**config.mk**
```make
export PLATFORM = sky130hd
export DESIGN_NAME = cdma_despreader_flat
export DESIGN_NICKNAME = d
export VERILOG_FILES = /design/src/rtl/cdma_pkg.sv /design/src/rtl/cdma_despreader_if.sv /design/src/rtl/cdma_despreader_gold_gen.sv /design/src/rtl/cdma_despreader.sv /design/src/flat_wrapper.sv
export SDC_FILE = /design/constraint.sdc
export NUM_CORES = 1
export LEC_CHECK = 0
export ABC_AREA = 0
export CAP_MARGIN = 20
export CORE_MARGIN = 10
export CORE_UTILIZATION = 30
export CTS_CLUSTER_DIAMETER = 60
export CTS_CLUSTER_SIZE = 25
export DETAILED_ROUTE_END_ITERATION = 8
export PLACE_DENSITY_LB_ADDON = 0.2
export SLEW_MARGIN = 20
export SYNTH_ARGS = -nofsm -noshare
export SYNTH_HDL_FRONTEND = slang
export SYNTH_SLANG_ARGS = --single-unit
export TNS_END_PERCENT = 50
```
**constraint.sdc**
```tcl
create_clock -name clk_i -period 6.1 [get_ports clk_i]
set_clock_uncertainty 0.1 [all_clocks]
set_input_delay 1.525 -clock clk_i [delete_from_list [all_inputs] [get_ports clk_i]]
set_output_delay 1.525 -clock clk_i [all_outputs]
set_load 0.05 [all_outputs]
```
**src/rtl/cdma_pkg.sv**
```systemverilog
// Shared Gold-code definitions for the CDMA spreader/despreader pair.
// Holds the LFSR tap masks, the seed width, FSM states and the generator step helpers.
package cdma_pkg;

  localparam int SEED_W = 5;

  localparam logic [SEED_W-1:0] TAPS_A = 5'b11110;
  localparam logic [SEED_W-1:0] TAPS_B = 5'b10010;

  typedef enum logic [1:0] {
    IDLE   = 2'd0,
    SEARCH = 2'd1,
    TRACK  = 2'd2
  } state_e;

  // Left shift with the masked parity of the old state entering at the LSB.
  function automatic logic [SEED_W-1:0] lfsr_step(input logic [SEED_W-1:0] s,
                                                  input logic [SEED_W-1:0] taps);
    return {s[SEED_W-2:0], ^(s & taps)};
  endfunction

  function automatic logic gold_chip(input logic [SEED_W-1:0] a,
                                     input logic [SEED_W-1:0] b);
    return a[SEED_W-1] ^ b[SEED_W-1];
  endfunction

endpackage

```
**src/rtl/cdma_despreader_if.sv**
```systemverilog
// Chip-stream, control and recovered-data signals of the despreader.
// slave is the despreader side; master is the chip source and bit consumer.
interface cdma_despreader_if;

  logic                        chip_i;
  logic                        chip_valid_i;
  logic [cdma_pkg::SEED_W-1:0] seed_i;
  logic                        load_i;
  logic                        bit_o;
  logic                        bit_valid_o;
  logic                        locked_o;
  logic                        gold_o;
  logic                        seed_err_o;
  cdma_pkg::state_e            state_o;
  logic [4:0]                  slip_cnt_o;

  modport slave (
    input  chip_i, chip_valid_i, seed_i, load_i,
    output bit_o, bit_valid_o, locked_o, gold_o, seed_err_o, state_o, slip_cnt_o
  );

  modport master (
    output chip_i, chip_valid_i, seed_i, load_i,
    input  bit_o, bit_valid_o, locked_o, gold_o, seed_err_o, state_o, slip_cnt_o
  );

endinterface

```
**src/rtl/cdma_despreader_gold_gen.sv**
```systemverilog
// Two-LFSR Gold chip generator; gold_o is combinational from the current state and
// reflects the chip for the next advance. Load has priority over advance.
module gold_gen
  import cdma_pkg::*;
(
  input  logic              clk_i,
  input  logic              rst_i,
  input  logic              load_i,
  input  logic [SEED_W-1:0] seed_i,
  input  logic              advance_i,
  output logic              gold_o
);

  logic [SEED_W-1:0] a_q, a_d;
  logic [SEED_W-1:0] b_q, b_d;

  always_comb begin
    a_d = a_q;
    b_d = b_q;
    if (load_i) begin
      a_d = seed_i;
      b_d = seed_i;
    end else if (advance_i) begin
      a_d = lfsr_step(a_q, TAPS_A);
      b_d = lfsr_step(b_q, TAPS_B);
    end
  end

  always_ff @(posedge clk_i) begin
    if (rst_i) begin
      a_q <= '0;
      b_q <= '0;
    end else begin
      a_q <= a_d;
      b_q <= b_d;
    end
  end

  assign gold_o = gold_chip(a_q, b_q);

endmodule

```
**src/rtl/cdma_despreader.sv**
```systemverilog
// Gold-code despreader: correlates PERIOD-chip windows, recovers one bit per window and
// slips code phase until locked. Bit strobe is registered, one cycle after the last chip.
module cdma_despreader
  import cdma_pkg::*;
#(
  parameter int PERIOD      = 31,
  parameter int LOCK_THRESH = 28,
  parameter int MAX_MISS    = 2
) (
  input  logic               clk_i,
  input  logic               rst_i,
  cdma_despreader_if.slave   io
);

  localparam logic [4:0] LAST_CHIP = 5'(PERIOD - 1);
  localparam logic [4:0] THR_ZERO  = 5'(LOCK_THRESH);
  localparam logic [4:0] THR_ONE   = 5'(PERIOD - LOCK_THRESH);
  localparam logic [2:0] MISS_LIM  = 3'(MAX_MISS);

  state_e     state_q, state_d;
  logic [4:0] chip_cnt_q, chip_cnt_d;
  logic [4:0] agree_cnt_q, agree_cnt_d;
  logic [4:0] slip_cnt_q, slip_cnt_d;
  logic [2:0] miss_cnt_q, miss_cnt_d;
  logic       slip_arm_q, slip_arm_d;
  logic       bit_q, bit_d;
  logic       bit_vld_q, bit_vld_d;
  logic       seed_err_q, seed_err_d;

  logic       gold;
  logic       accept;
  logic       count_chip;
  logic       win_end;
  logic       dec_zero;
  logic       dec_one;
  logic [4:0] agree_nxt;

  gold_gen u_gold_gen (
    .clk_i     (clk_i),
    .rst_i     (rst_i),
    .load_i    (io.load_i),
    .seed_i    (io.seed_i),
    .advance_i (count_chip),
    .gold_o    (gold)
  );

  // A slipped chip is accepted but neither counted nor used to advance the generator.
  always_comb begin
    accept     = io.chip_valid_i && !io.load_i && (state_q != IDLE);
    count_chip = accept && !slip_arm_q;
    agree_nxt  = agree_cnt_q + {4'd0, ~(io.chip_i ^ gold)};
    win_end    = count_chip && (chip_cnt_q == LAST_CHIP);
    dec_zero   = agree_nxt >= THR_ZERO;
    dec_one    = agree_nxt <= THR_ONE;
  end

  always_comb begin
    state_d     = state_q;
    chip_cnt_d  = chip_cnt_q;
    agree_cnt_d = agree_cnt_q;
    slip_cnt_d  = slip_cnt_q;
    miss_cnt_d  = miss_cnt_q;
    slip_arm_d  = slip_arm_q;
    bit_d       = bit_q;
    bit_vld_d   = 1'b0;
    seed_err_d  = seed_err_q;

    if (io.load_i) begin
      chip_cnt_d  = '0;
      agree_cnt_d = '0;
      slip_cnt_d  = '0;
      miss_cnt_d  = '0;
      slip_arm_d  = 1'b0;
      seed_err_d  = (io.seed_i == '0);
      state_d     = (io.seed_i == '0) ? IDLE : SEARCH;
    end else if (accept && slip_arm_q) begin
      slip_arm_d = 1'b0;
    end else if (count_chip && !win_end) begin
      chip_cnt_d  = chip_cnt_q + 5'd1;
      agree_cnt_d = agree_nxt;
    end else if (win_end) begin
      chip_cnt_d  = '0;
      agree_cnt_d = '0;
      if (dec_zero || dec_one) begin
        bit_vld_d  = 1'b1;
        bit_d      = !dec_zero;
        miss_cnt_d = '0;
        state_d    = TRACK;
      end else if (state_q == SEARCH) begin
        slip_arm_d = 1'b1;
        slip_cnt_d = (slip_cnt_q == LAST_CHIP) ? 5'd0 : slip_cnt_q + 5'd1;
      end else if (miss_cnt_q + 3'd1 == MISS_LIM) begin
        // Lock lost: restart acquisition from the current phase with fresh counters.
        miss_cnt_d = '0;
        slip_cnt_d = '0;
        state_d    = SEARCH;
      end else begin
        miss_cnt_d = miss_cnt_q + 3'd1;
      end
    end
  end

  always_ff @(posedge clk_i) begin
    if (rst_i) begin
      state_q     <= IDLE;
      chip_cnt_q  <= '0;
      agree_cnt_q <= '0;
      slip_cnt_q  <= '0;
      miss_cnt_q  <= '0;
      slip_arm_q  <= 1'b0;
      bit_q       <= 1'b0;
      bit_vld_q   <= 1'b0;
      seed_err_q  <= 1'b0;
    end else begin
      state_q     <= state_d;
      chip_cnt_q  <= chip_cnt_d;
      agree_cnt_q <= agree_cnt_d;
      slip_cnt_q  <= slip_cnt_d;
      miss_cnt_q  <= miss_cnt_d;
      slip_arm_q  <= slip_arm_d;
      bit_q       <= bit_d;
      bit_vld_q   <= bit_vld_d;
      seed_err_q  <= seed_err_d;
    end
  end

  assign io.bit_o       = bit_q;
  assign io.bit_valid_o = bit_vld_q;
  assign io.locked_o    = (state_q == TRACK);
  assign io.gold_o      = gold;
  assign io.seed_err_o  = seed_err_q;
  assign io.state_o     = state_q;
  assign io.slip_cnt_o  = slip_cnt_q;

endmodule
```
**src/flat_wrapper.sv**
```systemverilog
// flat-port wrapper written by rule: the top's interface ports become plain ports
module cdma_despreader_flat import cdma_pkg::*;
#(
  parameter int PERIOD      = 31,
  parameter int LOCK_THRESH = 28,
  parameter int MAX_MISS    = 2
)
  (clk_i, rst_i, io_chip_i, io_chip_valid_i, io_seed_i, io_load_i, io_bit_o, io_bit_valid_o, io_locked_o, io_gold_o, io_seed_err_o, io_state_o, io_slip_cnt_o);
  cdma_despreader_if io_i ();
  input  logic clk_i;
  input  logic rst_i;
  input wire logic [$bits(io_i.chip_i)-1:0] io_chip_i;
  input wire logic [$bits(io_i.chip_valid_i)-1:0] io_chip_valid_i;
  input wire logic [$bits(io_i.seed_i)-1:0] io_seed_i;
  input wire logic [$bits(io_i.load_i)-1:0] io_load_i;
  output wire logic [$bits(io_i.bit_o)-1:0] io_bit_o;
  output wire logic [$bits(io_i.bit_valid_o)-1:0] io_bit_valid_o;
  output wire logic [$bits(io_i.locked_o)-1:0] io_locked_o;
  output wire logic [$bits(io_i.gold_o)-1:0] io_gold_o;
  output wire logic [$bits(io_i.seed_err_o)-1:0] io_seed_err_o;
  output wire logic [$bits(io_i.state_o)-1:0] io_state_o;
  output wire logic [$bits(io_i.slip_cnt_o)-1:0] io_slip_cnt_o;
  assign io_i.chip_i = io_chip_i;
  assign io_i.chip_valid_i = io_chip_valid_i;
  assign io_i.seed_i = io_seed_i;
  assign io_i.load_i = io_load_i;
  assign io_bit_o = io_i.bit_o;
  assign io_bit_valid_o = io_i.bit_valid_o;
  assign io_locked_o = io_i.locked_o;
  assign io_gold_o = io_i.gold_o;
  assign io_seed_err_o = io_i.seed_err_o;
  assign io_state_o = io_i.state_o;
  assign io_slip_cnt_o = io_i.slip_cnt_o;
  cdma_despreader #(.PERIOD(PERIOD), .LOCK_THRESH(LOCK_THRESH), .MAX_MISS(MAX_MISS)) u_core (.clk_i(clk_i), .rst_i(rst_i), .io(io_i));
endmodule
```
==> flow_summary.json, run 1 <==
{
  "status": "finished clean",
  "core_area_sq_um": 5956,
  "fillers": 632,
  "drv_slew": 0,
  "yosys.cell_count.top_type": "nand2_1",
  "synth.largest_area_cell": "dfxtp_1",
  "syn_inst": 228,
  "detail-route-antenna-nets": 0,
  "dp_hpwl_um": 3085,
  "cts.sinks": 34,
  "hold_path_class": "reg2reg",
  "area_delta_synth_final_pct": 21.88,
  "drt_iter0_drc": 96,
  "cts_resized": 0,
  "die_x_um": 98.59,
  "drtPass1Iterations": 4,
  "yosysWarningCount": 0,
  "vias_per_cell": 5.106,
  "grt_pass1_wl_um": 7431,
  "dr_total_vias": 1644,
  "slew_headroom": 0.5321,
  "r2r_cells": 9,
  "hold_violations": 0,
  "reg2reg_slack_ns": 3.28,
  "die-area_sq_um": 9720,
  "cts_root_buf": "clkbuf_8",
  "h-tree-depth": 2,
  "ys_types": 47,
  "chipHeight_um": 98.59,
  "n_antenna_cell": 0,
  "synth_area_per_cell_sq_um": 8.127,
  "nets": 264,
  "synth_nets": 246,
  "hold_path_depth": 2,
  "crit_fanout": 9,
  "crit_path_max_incr_delay_ns": 0.52,
  "drive_above_1_share": 0.06883,
  "path_cells": "clkdlybuf4s50_1, xnor2_1, ha_1, ha_1, nand3b_1, mux2_2, nand2_2, nor3_1, o22ai_1",
  "synth_area_leaders": "dfxtp_1 (37%), nand2_1 (7.5%), ha_1 (5.4%)",
  "totalWireLength_um": 4209,
  "ys_ff_latch": 34,
  "ys_top_cells_by_count": "nand2_1 (37), dfxtp_1 (34), nor2_1 (20)",
  "dp_cells": 314,
  "gp_congestion": 0.7981,
  "num_rows": 28,
  "crit_type": "in2reg",
  "synth-main-ff-cell": "dfxtp_1",
  "synth_seq_area_share": 0.3673,
  "cts_tree": "built",
  "power.density_nw_per_um2": 235.6,
  "cp_common_cell": "ha_1",
  "hold_end": "u_core.io.bit_o$_SDFFE_PP0P_",
  "crit_family": "simple AND/OR/NAND/NOR gates",
  "hp-start": "u_core.io.bit_o$_SDFFE_PP0P_",
  "final_cell_count_no_fill": 322,
  "drc_errors": 0,
  "grt_usage": 0.08839,
  "synth.cell_area_sq_um": 1853,
  "finalCritPeriodShare": 0.6318,
  "setup-violations-final": 0,
  "worst-slew-pin-transition_ns": 0.6959,
  "critPathLaunchType": "input port",
  "end_kind": "flip-flop",
  "postCtsHoldBufs": 0,
  "async_flop_share": 0,
  "insertion_delay_ns": 0.28,
  "globalRouteOverflowTotal": 0,
  "cts_buffer_depth": 2,
  "r2r-end": "u_core.io.slip_cnt_o[0]$_SDFFE_PP0P_",
  "hold_ws_ns": 0.3625,
  "leakage_uw": 0.0008013,
  "irDropWorstVdd_v": 0.0001101,
  "fin_tns_setup_ns": 0,
  "fin_crit_ns": 3.854,
  "critPathBufInv": 1,
  "fmax_mhz": 259.5,
  "slowest_stage": "nor3_1",
  "initial_utilization": 0.3111,
  "port_buffers": 21,
  "grt_pass1_vias": 1567,
  "drt-wirelength-per-cell_um": 13.07,
  "grt_max_degree": 19,
  "cp_data_required_time_ns": 6.14,
  "clk_pin_slew_ns": 0.07,
  "synth_top_area_frac": 0.3673,
  "max_cap_viol_count": 0,
  "worstReg2RegStart": "u_core.u_gold_gen.b_q[4]$_SDFFE_PP0P_",
  "antenna_found_initial": 0,
  "io_pins": 22,
  "synth_edf_count": 0,
  "cts_setup_buffers": 0,
  "numCtsBuffers": 5,
  "rsz0062_at_grt": "no",
  "crit_arrival_ns": 3.89
}
[worst max path at each step]
stage	start	depth (start not counted)	endpoint
floorplan	io_chip_i	9	u_core.io.bit_o$_SDFFE_PP0P_
global placement	io_chip_i	9	u_core.io.slip_cnt_o[3]$_SDFFE_PP0P_
detailed placement	io_chip_i	9	u_core.io.slip_cnt_o[4]$_SDFFE_PP0P_
CTS	io_chip_i	9	u_core.io.slip_cnt_o[1]$_SDFFE_PP0P_
global route	io_chip_i	9	u_core.io.slip_cnt_o[4]$_SDFFE_PP0P_
finish	io_chip_i	9	u_core.io.slip_cnt_o[0]$_SDFFE_PP0P_
[metal layers]
| metal | global-route usage | wire [um] | vias up |
|---|---|---|---|
| met5 | 0 | 0 | - |
| met4 | 0.02315 | 13 | 0 |
| met3 | 0.02514 | 192 | 2 |
| met2 | 0.1387 | 1962 | 31 |
| met1 | 0.1154 | 2041 | 762 |
| li1 | - | - | 849 |
[cells in the final DEF, fill, tap and decap left out, types with 2 or more instances in the layout]
cell             count
nand3_1             10
inv_1                5
xor2_1               7
nand2_1             37
nor3_1               6
xnor2_1              5
a2bb2oi_1            3
clkdlybuf4s50_1     21
clkbuf_8             6
bufinv_16            2
nand4_1              5
and2_1               3
nor2b_1              2
or4_1                3
ha_1                 8
o21ai_0              9
nand3b_1             3
a41oi_1              3
dfxtp_1             34
nor2_1              20
mux2i_1              3
and3_1               3
a31oi_1             10
a21oi_1             15
[through the flow]
stage / total power, uW / utilization / instance area (sq um) / setup WS (ns)
finish: 532.0 / 0.3792 / 2258 / 2.246
global route: 553.9 / 0.3792 / 2258 / 2.016
CTS: 541.1 / 0.3792 / 2258 / 2.232
detailed placement: 278.1 / 0.3553 / 2116 / 1.930
global placement: 278.3 / 0.3553 / 2116 / 1.967
floorplan: 262.2 / - / 1853 / 2.556
[logic make-up after synthesis]
logic type | after synthesis | synth area share
flip-flops | 34 | 0.3673
AO/OA/AOI/OAI | 48 | 0.1607
XOR/XNOR | 12 | 0.05672
multiplexers | 4 | 0.02228
adder cells (fa/ha/maj) | 8 | 0.05402
buffers and inverters | 17 | 0.03849
AND/OR/NAND/NOR | 105 | 0.3005
[tightest hold or removal path: stages, from the launching register on]
cell	delay [ns]
dfxtp_1	0.32
nand2_1	0.05
mux2i_1	0.05
[flip-flops by register name, indices dropped and copies added, names as in the netlist]
| name | flops |
|---|---|
| u_core.agree_cnt_q | 5 |
| u_core.u_gold_gen.b_q | 5 |
| u_core.io.state_o | 2 |
| u_core.io.bit_valid_o | 1 |
| u_core.u_gold_gen.a_q | 5 |
| u_core.io.slip_cnt_o | 5 |
| u_core.io.bit_o | 1 |
| u_core.miss_cnt_q | 3 |
| u_core.chip_cnt_q | 5 |
| u_core.slip_arm_q | 1 |
| u_core.io.seed_err_o | 1 |
[power by group]
part           internal (uW)  switching (uW)  leakage (uW)
clock                    174            85.1     0.0000714
combinational           16.9            25.1      0.000454
sequential               227            3.95      0.000276
total                    418             114      0.000801
[final cells by class]
class | instances | area, sq um | area share
timing repair buffer | 22 | 217.7 | 0.09640
clock inverter | 2 | 60.06 | 0.02659
tap | 75 | 93.84 | 0.04155
inverter | 6 | 22.52 | 0.009972
multi-input combinational | 177 | 1101 | 0.4875
clock buffer | 6 | 82.58 | 0.03657
sequential | 34 | 680.7 | 0.3014
Note: power is estimated with default switching activity, not from simulation.
==> run 2, diff against run 1 <==
Clock period 6.1 ns to 3.6 ns, I/O delays scaled along.
==> run 2 against run 1 <==
Against the previous run:
- setup slack got worse by 1.8 ns
- combinational power increased by 76%
- power increased by 38%
- critical endpoint unchanged
- first-iteration DRC count down 32%
- routed wire length increased by 2.2%
- critical path type unchanged
==> flow_summary.json, run 2 (synthesis gave the netlist of run 1 again) <==
{
  "crit_arrival_ns": 3.23,
  "grt_pass1_vias": 1624,
  "end_kind": "flip-flop",
  "max_cap_viol_count": 0,
  "antenna_found_initial": 0,
  "area_delta_synth_final_pct": 20.86,
  "drt-wirelength-per-cell_um": 13.15,
  "p_sw_frac": 0.2578,
  "grt_pass1_wl_um": 7493,
  "cp_data_required_time_ns": 3.63,
  "placed_cell_area_sq_um": 2161,
  "cts_resized": 0,
  "status": "finished clean",
  "hold_ws_ns": 0.3599,
  "nets": 270,
  "fin_area_sq_um": 2240,
  "dr_total_vias": 1664,
  "cts_tree": "built",
  "crit_fanout": 9,
  "dp_hpwl_um": 3220,
  "cts_buffer_depth": 2,
  "die-area_sq_um": 9720,
  "power.density_nw_per_um2": 328.0,
  "h-tree-depth": 2,
  "drt_iter0_drc": 65,
  "clkPwrFrac": 0.367,
  "drtPass1Iterations": 4,
  "p_switching_uw": 189.3,
  "slew_headroom": 0.5511,
  "detail-route-antenna-nets": 0,
  "clk_pin_slew_ns": 0.07,
  "port_buffers": 21,
  "gp_congestion": 0.7911,
  "numCtsBuffers": 5,
  "final_common_cell": "nand2_1",
  "core_area_sq_um": 5956,
  "setup-violations-final": 0,
  "intPower_uw": 545.2,
  "num_rows": 28,
  "fin_crit_ns": 3.195,
  "leakage_uw": 0.0008047,
  "drv_slew": 0,
  "n_antenna_cell": 0,
  "initial_utilization": 0.3111,
  "finalCritPeriodShare": 0.8874,
  "chipHeight_um": 98.59,
  "drive_above_1_share": 0.08730,
  "grt_usage": 0.08915,
  "combPwrFrac": 0.101,
  "cts_root_buf": "clkbuf_8",
  "drc_errors": 0,
  "io_pins": 22,
  "mostFrequentLayoutCells": "nand2_1 (37), dfxtp_1 (34), clkdlybuf4s50_1 (21), nor2_1 (20), a21oi_1 (15)",
  "postCtsHoldBufs": 0,
  "totalWireLength_um": 4301,
  "cts.sinks": 34,
  "fin_tns_setup_ns": 0,
  "irDropWorstVdd_v": 0.0002251,
  "hold_violations": 0,
  "critPathLaunchType": "input port",
  "fmax_mhz": 313.0,
  "grt_max_degree": 17,
  "cts_setup_buffers": 0,
  "insertion_delay_ns": 0.28,
  "hold_path_class": "reg2reg",
  "vias_per_cell": 5.089,
  "die_x_um": 98.59,
  "globalRouteOverflowTotal": 0,
  "crit_type": "in2reg",
  "pwr-share-seq": 0.532,
  "rsz0062_at_grt": "no",
  "worst-slew-pin-transition_ns": 0.6677
}
-- run 2: cell types whose count changed in the layout (fill, tap and decap cells not counted), sizes merged --
cell | previous run | this run
bufinv | 2 | 0
clkinv | 0 | 2
clkbuf | 6 | 5
buf | 1 | 7
-- run 2: through the flow --
stage          setup WS [ns]    util  std cells  power, uW
2_1_floorplan         0.3633       -        228      444.3
3_3_place_gp          0.1733  0.3628        320      475.2
3_5_place_dp          0.1191  0.3628        320      474.8
4_1_cts               0.4107  0.3761        327      744.5
5_1_grt               0.2104  0.3761        327      762.7
6_report              0.4054  0.3761        327      734.5
-- run 2: power groups by stage --
| stage | Sequential (uW) | Clock, uW | Combinational [uW] |
|---|---|---|---|
| 2_1_floorplan | 401 | 0 | 43.0 |
| 4_1_cts | 391 | 278 | 75.5 |
| 3_5_place_dp | 399 | 0 | 75.3 |
| 6_report | 391 | 270 | 74.0 |
| 5_1_grt | 392 | 289 | 81.7 |
| 3_3_place_gp | 400 | 0 | 75.5 |
-- run 2: layout make-up --
| cell class | count | area (sq um) |
|---|---|---|
| multi-input cells | 177 | 1101 |
| clock inverters | 2 | 10.01 |
| clock buffers | 5 | 68.82 |
| well taps | 75 | 93.84 |
| fillers | 641 | 3716 |
| inverters | 6 | 22.52 |
| flip-flops and latches | 34 | 680.7 |
| repair buffers | 28 | 262.8 |
-- run 2: path summary, 6_finish.rpt --
check	cells after the start	slack, ns	start	endpoint
worst min-delay path	2	0.36	u_core.io.bit_o$_SDFFE_PP0P_	u_core.io.bit_o$_SDFFE_PP0P_
worst max-delay path	9	0.41	io_chip_i	u_core.io.slip_cnt_o[0]$_SDFFE_PP0P_
worst max register to register	9	0.84	u_core.u_gold_gen.b_q[4]$_SDFFE_PP0P_	u_core.io.slip_cnt_o[0]$_SDFFE_PP0P_
worst min register to register	2	0.36	u_core.io.bit_o$_SDFFE_PP0P_	u_core.io.bit_o$_SDFFE_PP0P_
-- run 2: worst max-delay path: stages --
cell             delay, ns
clkdlybuf4s50_1       0.41
xnor2_1               0.19
ha_1                  0.24
ha_1                  0.26
nand3b_1              0.13
mux2_2                0.26
nand2_2               0.09
nor3_1                0.56
o22ai_1               0.18
-- run 2: per-layer routing --
metal  track usage  part of all wire  wire length [um]  vias to the layer above
met1        0.1075              0.49              2113                      773
met2        0.1462              0.45              1942                       26
li1              -                 -                 -                      861
met4       0.02977             0.010                44                        0
met3       0.02793             0.047               201                        4
met5             0                 0                 0                        -
==> run 3, diff against run 2 <==
Settings changed: CORE_ASPECT_RATIO set to 0.9, TNS_END_PERCENT 50 to 100.
Clock period 3.6 ns to 3.3 ns, I/O delays scaled along.
==> run 3 against run 2 <==
Against the previous run:
- global-route usage up 0.88 points
- cell count unchanged
- non-clock buffer count up 2
- critical path depth unchanged
- critical path type unchanged
- clock-buffer cell count up 1
- combinational power up 11%
- worst hold slack better by 0.0070 ns
==> flow_summary.json, run 3 (synthesis gave the netlist of run 1 again) <==
{
  "status": "finished clean",
  "num_rows": 27,
  "vias_per_cell": 5.018,
  "leakage_uw": 0.0008420,
  "cts_setup_buffers": 0,
  "globalRouteOverflowTotal": 0,
  "combPwrFrac": 0.083,
  "dp_hpwl_um": 3226,
  "totalPowerFinal_uw": 987.3,
  "p_sw_frac": 0.2146,
  "cts_buffer_depth": 2,
  "grt_pass1_wl_um": 7741,
  "slew_headroom": 0.5322,
  "irDropWorstVdd_v": 0.0002060,
  "mostFrequentLayoutCells": "nand2_1 (37), dfxtp_1 (34), clkdlybuf4s50_1 (21), nor2_1 (20), a21oi_1 (15)",
  "grt_pass1_vias": 1593,
  "nets": 272,
  "crit_path_max_incr_delay_ns": 0.59,
  "cts_root_buf": "clkbuf_8",
  "p_switching_uw": 211.9,
  "worst-slew-pin-transition_ns": 0.6957,
  "dr_total_vias": 1641,
  "postCtsHoldBufs": 0,
  "intPower_uw": 775.4,
  "cts_resized": 0,
  "drtPass1Iterations": 4,
  "gp_congestion": 0.8021,
  "fin_crit_ns": 2.959,
  "drc_errors": 0,
  "grt_usage": 0.09791,
  "pwr-share-seq": 0.431,
  "port_buffers": 21,
  "setup-violations-final": 0,
  "insertion_delay_ns": 0.28,
  "finalCritPeriodShare": 0.8968,
  "hold_ws_ns": 0.3669,
  "rsz0062_at_grt": "no",
  "chipHeight_um": 94.56,
  "cts_tree": "built",
  "h-tree-depth": 2,
  "drive_above_1_share": 0.1020,
  "hold_violations": 0,
  "crit_type": "in2reg",
  "crit_arrival_ns": 3.01,
  "max_cap_viol_count": 0,
  "final_util": 0.3836,
  "core_area_sq_um": 6047,
  "area_delta_synth_final_pct": 25.19,
  "totalWireLength_um": 4381,
  "fin_ws_ns": 0.3406,
  "power.density_nw_per_um2": 425.6,
  "numCtsBuffers": 5,
  "crit_fanout": 6,
  "critPathBufInv": 2,
  "io_pins": 22,
  "final_common_cell": "nand2_1",
  "die_x_um": 102.8,
  "clk_pin_slew_ns": 0.08,
  "drt_iter0_drc": 69,
  "n_antenna_cell": 0,
  "end_kind": "flip-flop",
  "initial_utilization": 0.3064,
  "fmax_mhz": 337.9,
  "cts.sinks": 34,
  "die-area_sq_um": 9725,
  "clkPwrFrac": 0.485,
  "slowest_stage": "o31ai_1",
  "hold_path_class": "reg2reg",
  "critPathLaunchType": "input port",
  "drt-wirelength-per-cell_um": 13.40,
  "place_ws_ns": -0.1098,
  "crit_family": "compound AO/OA/AOI/OAI gates",
  "grt_max_degree": 17,
  "path_cells": "clkdlybuf4s50_1, xnor2_1, ha_1, buf_4, a21boi_1, a21oi_1, o31ai_1, nor3_2, mux2i_1",
  "antenna_found_initial": 0,
  "drv_slew": 0,
  "cp_data_required_time_ns": 3.35,
  "detail-route-antenna-nets": 0
}
[run 3: cell type report]
| cell class | count | area, sq um |
|---|---|---|
| flip-flops and latches | 34 | 680.7 |
| inverters | 6 | 22.52 |
| well taps | 72 | 90.09 |
| fillers | 627 | 3727 |
| multi-input cells | 177 | 1106 |
| clock inverters | 2 | 60.06 |
| repair buffers | 30 | 277.8 |
| clock buffers | 6 | 82.58 |
[run 3: worst paths after layout]
check	from	end	slack, ns	cells after the start
hold reg to reg	u_core.agree_cnt_q[0]$_SDFFE_PP0P_	u_core.agree_cnt_q[0]$_SDFFE_PP0P_	0.37	2
hold / removal	u_core.agree_cnt_q[0]$_SDFFE_PP0P_	u_core.agree_cnt_q[0]$_SDFFE_PP0P_	0.37	2
setup / recovery	io_chip_i	u_core.io.slip_cnt_o[1]$_SDFFE_PP0P_	0.34	9
setup reg to reg	u_core.u_gold_gen.b_q[4]$_SDFFE_PP0P_	u_core.io.slip_cnt_o[1]$_SDFFE_PP0P_	0.70	9
[run 3: stage by stage]
step           instance area [sq um]  cells  setup TNS, ns
2_1_floorplan                   1853    228              0
3_3_place_gp                    2172    319        -0.1488
3_5_place_dp                    2172    319        -0.3234
4_1_cts                         2315    327              0
5_1_grt                         2320    327              0
6_report                        2320    327              0
[run 3: power groups by stage]
stage	combinational, uW	sequential, uW	clock [uW]
3_5_place_dp	82.5	436	0
2_1_floorplan	46.9	438	0
5_1_grt	92.1	427	509
3_3_place_gp	82.5	436	0
6_report	82.1	426	479
4_1_cts	82.6	426	494
[run 3: tightest hold or removal path, cell delays in order, from the launching register on]
cell and delay, ns:
dfxtp_1 0.32, nand2_1 0.06, a21oi_1 0.05
[run 3: per-layer routing]
metal	up-vias	global-route usage	part of all wire
met4	0	0.02431	0.0057
met5	-	0	0
met2	26	0.1535	0.45
met3	2	0.02628	0.047
met1	746	0.1304	0.50
li1	867	-	-
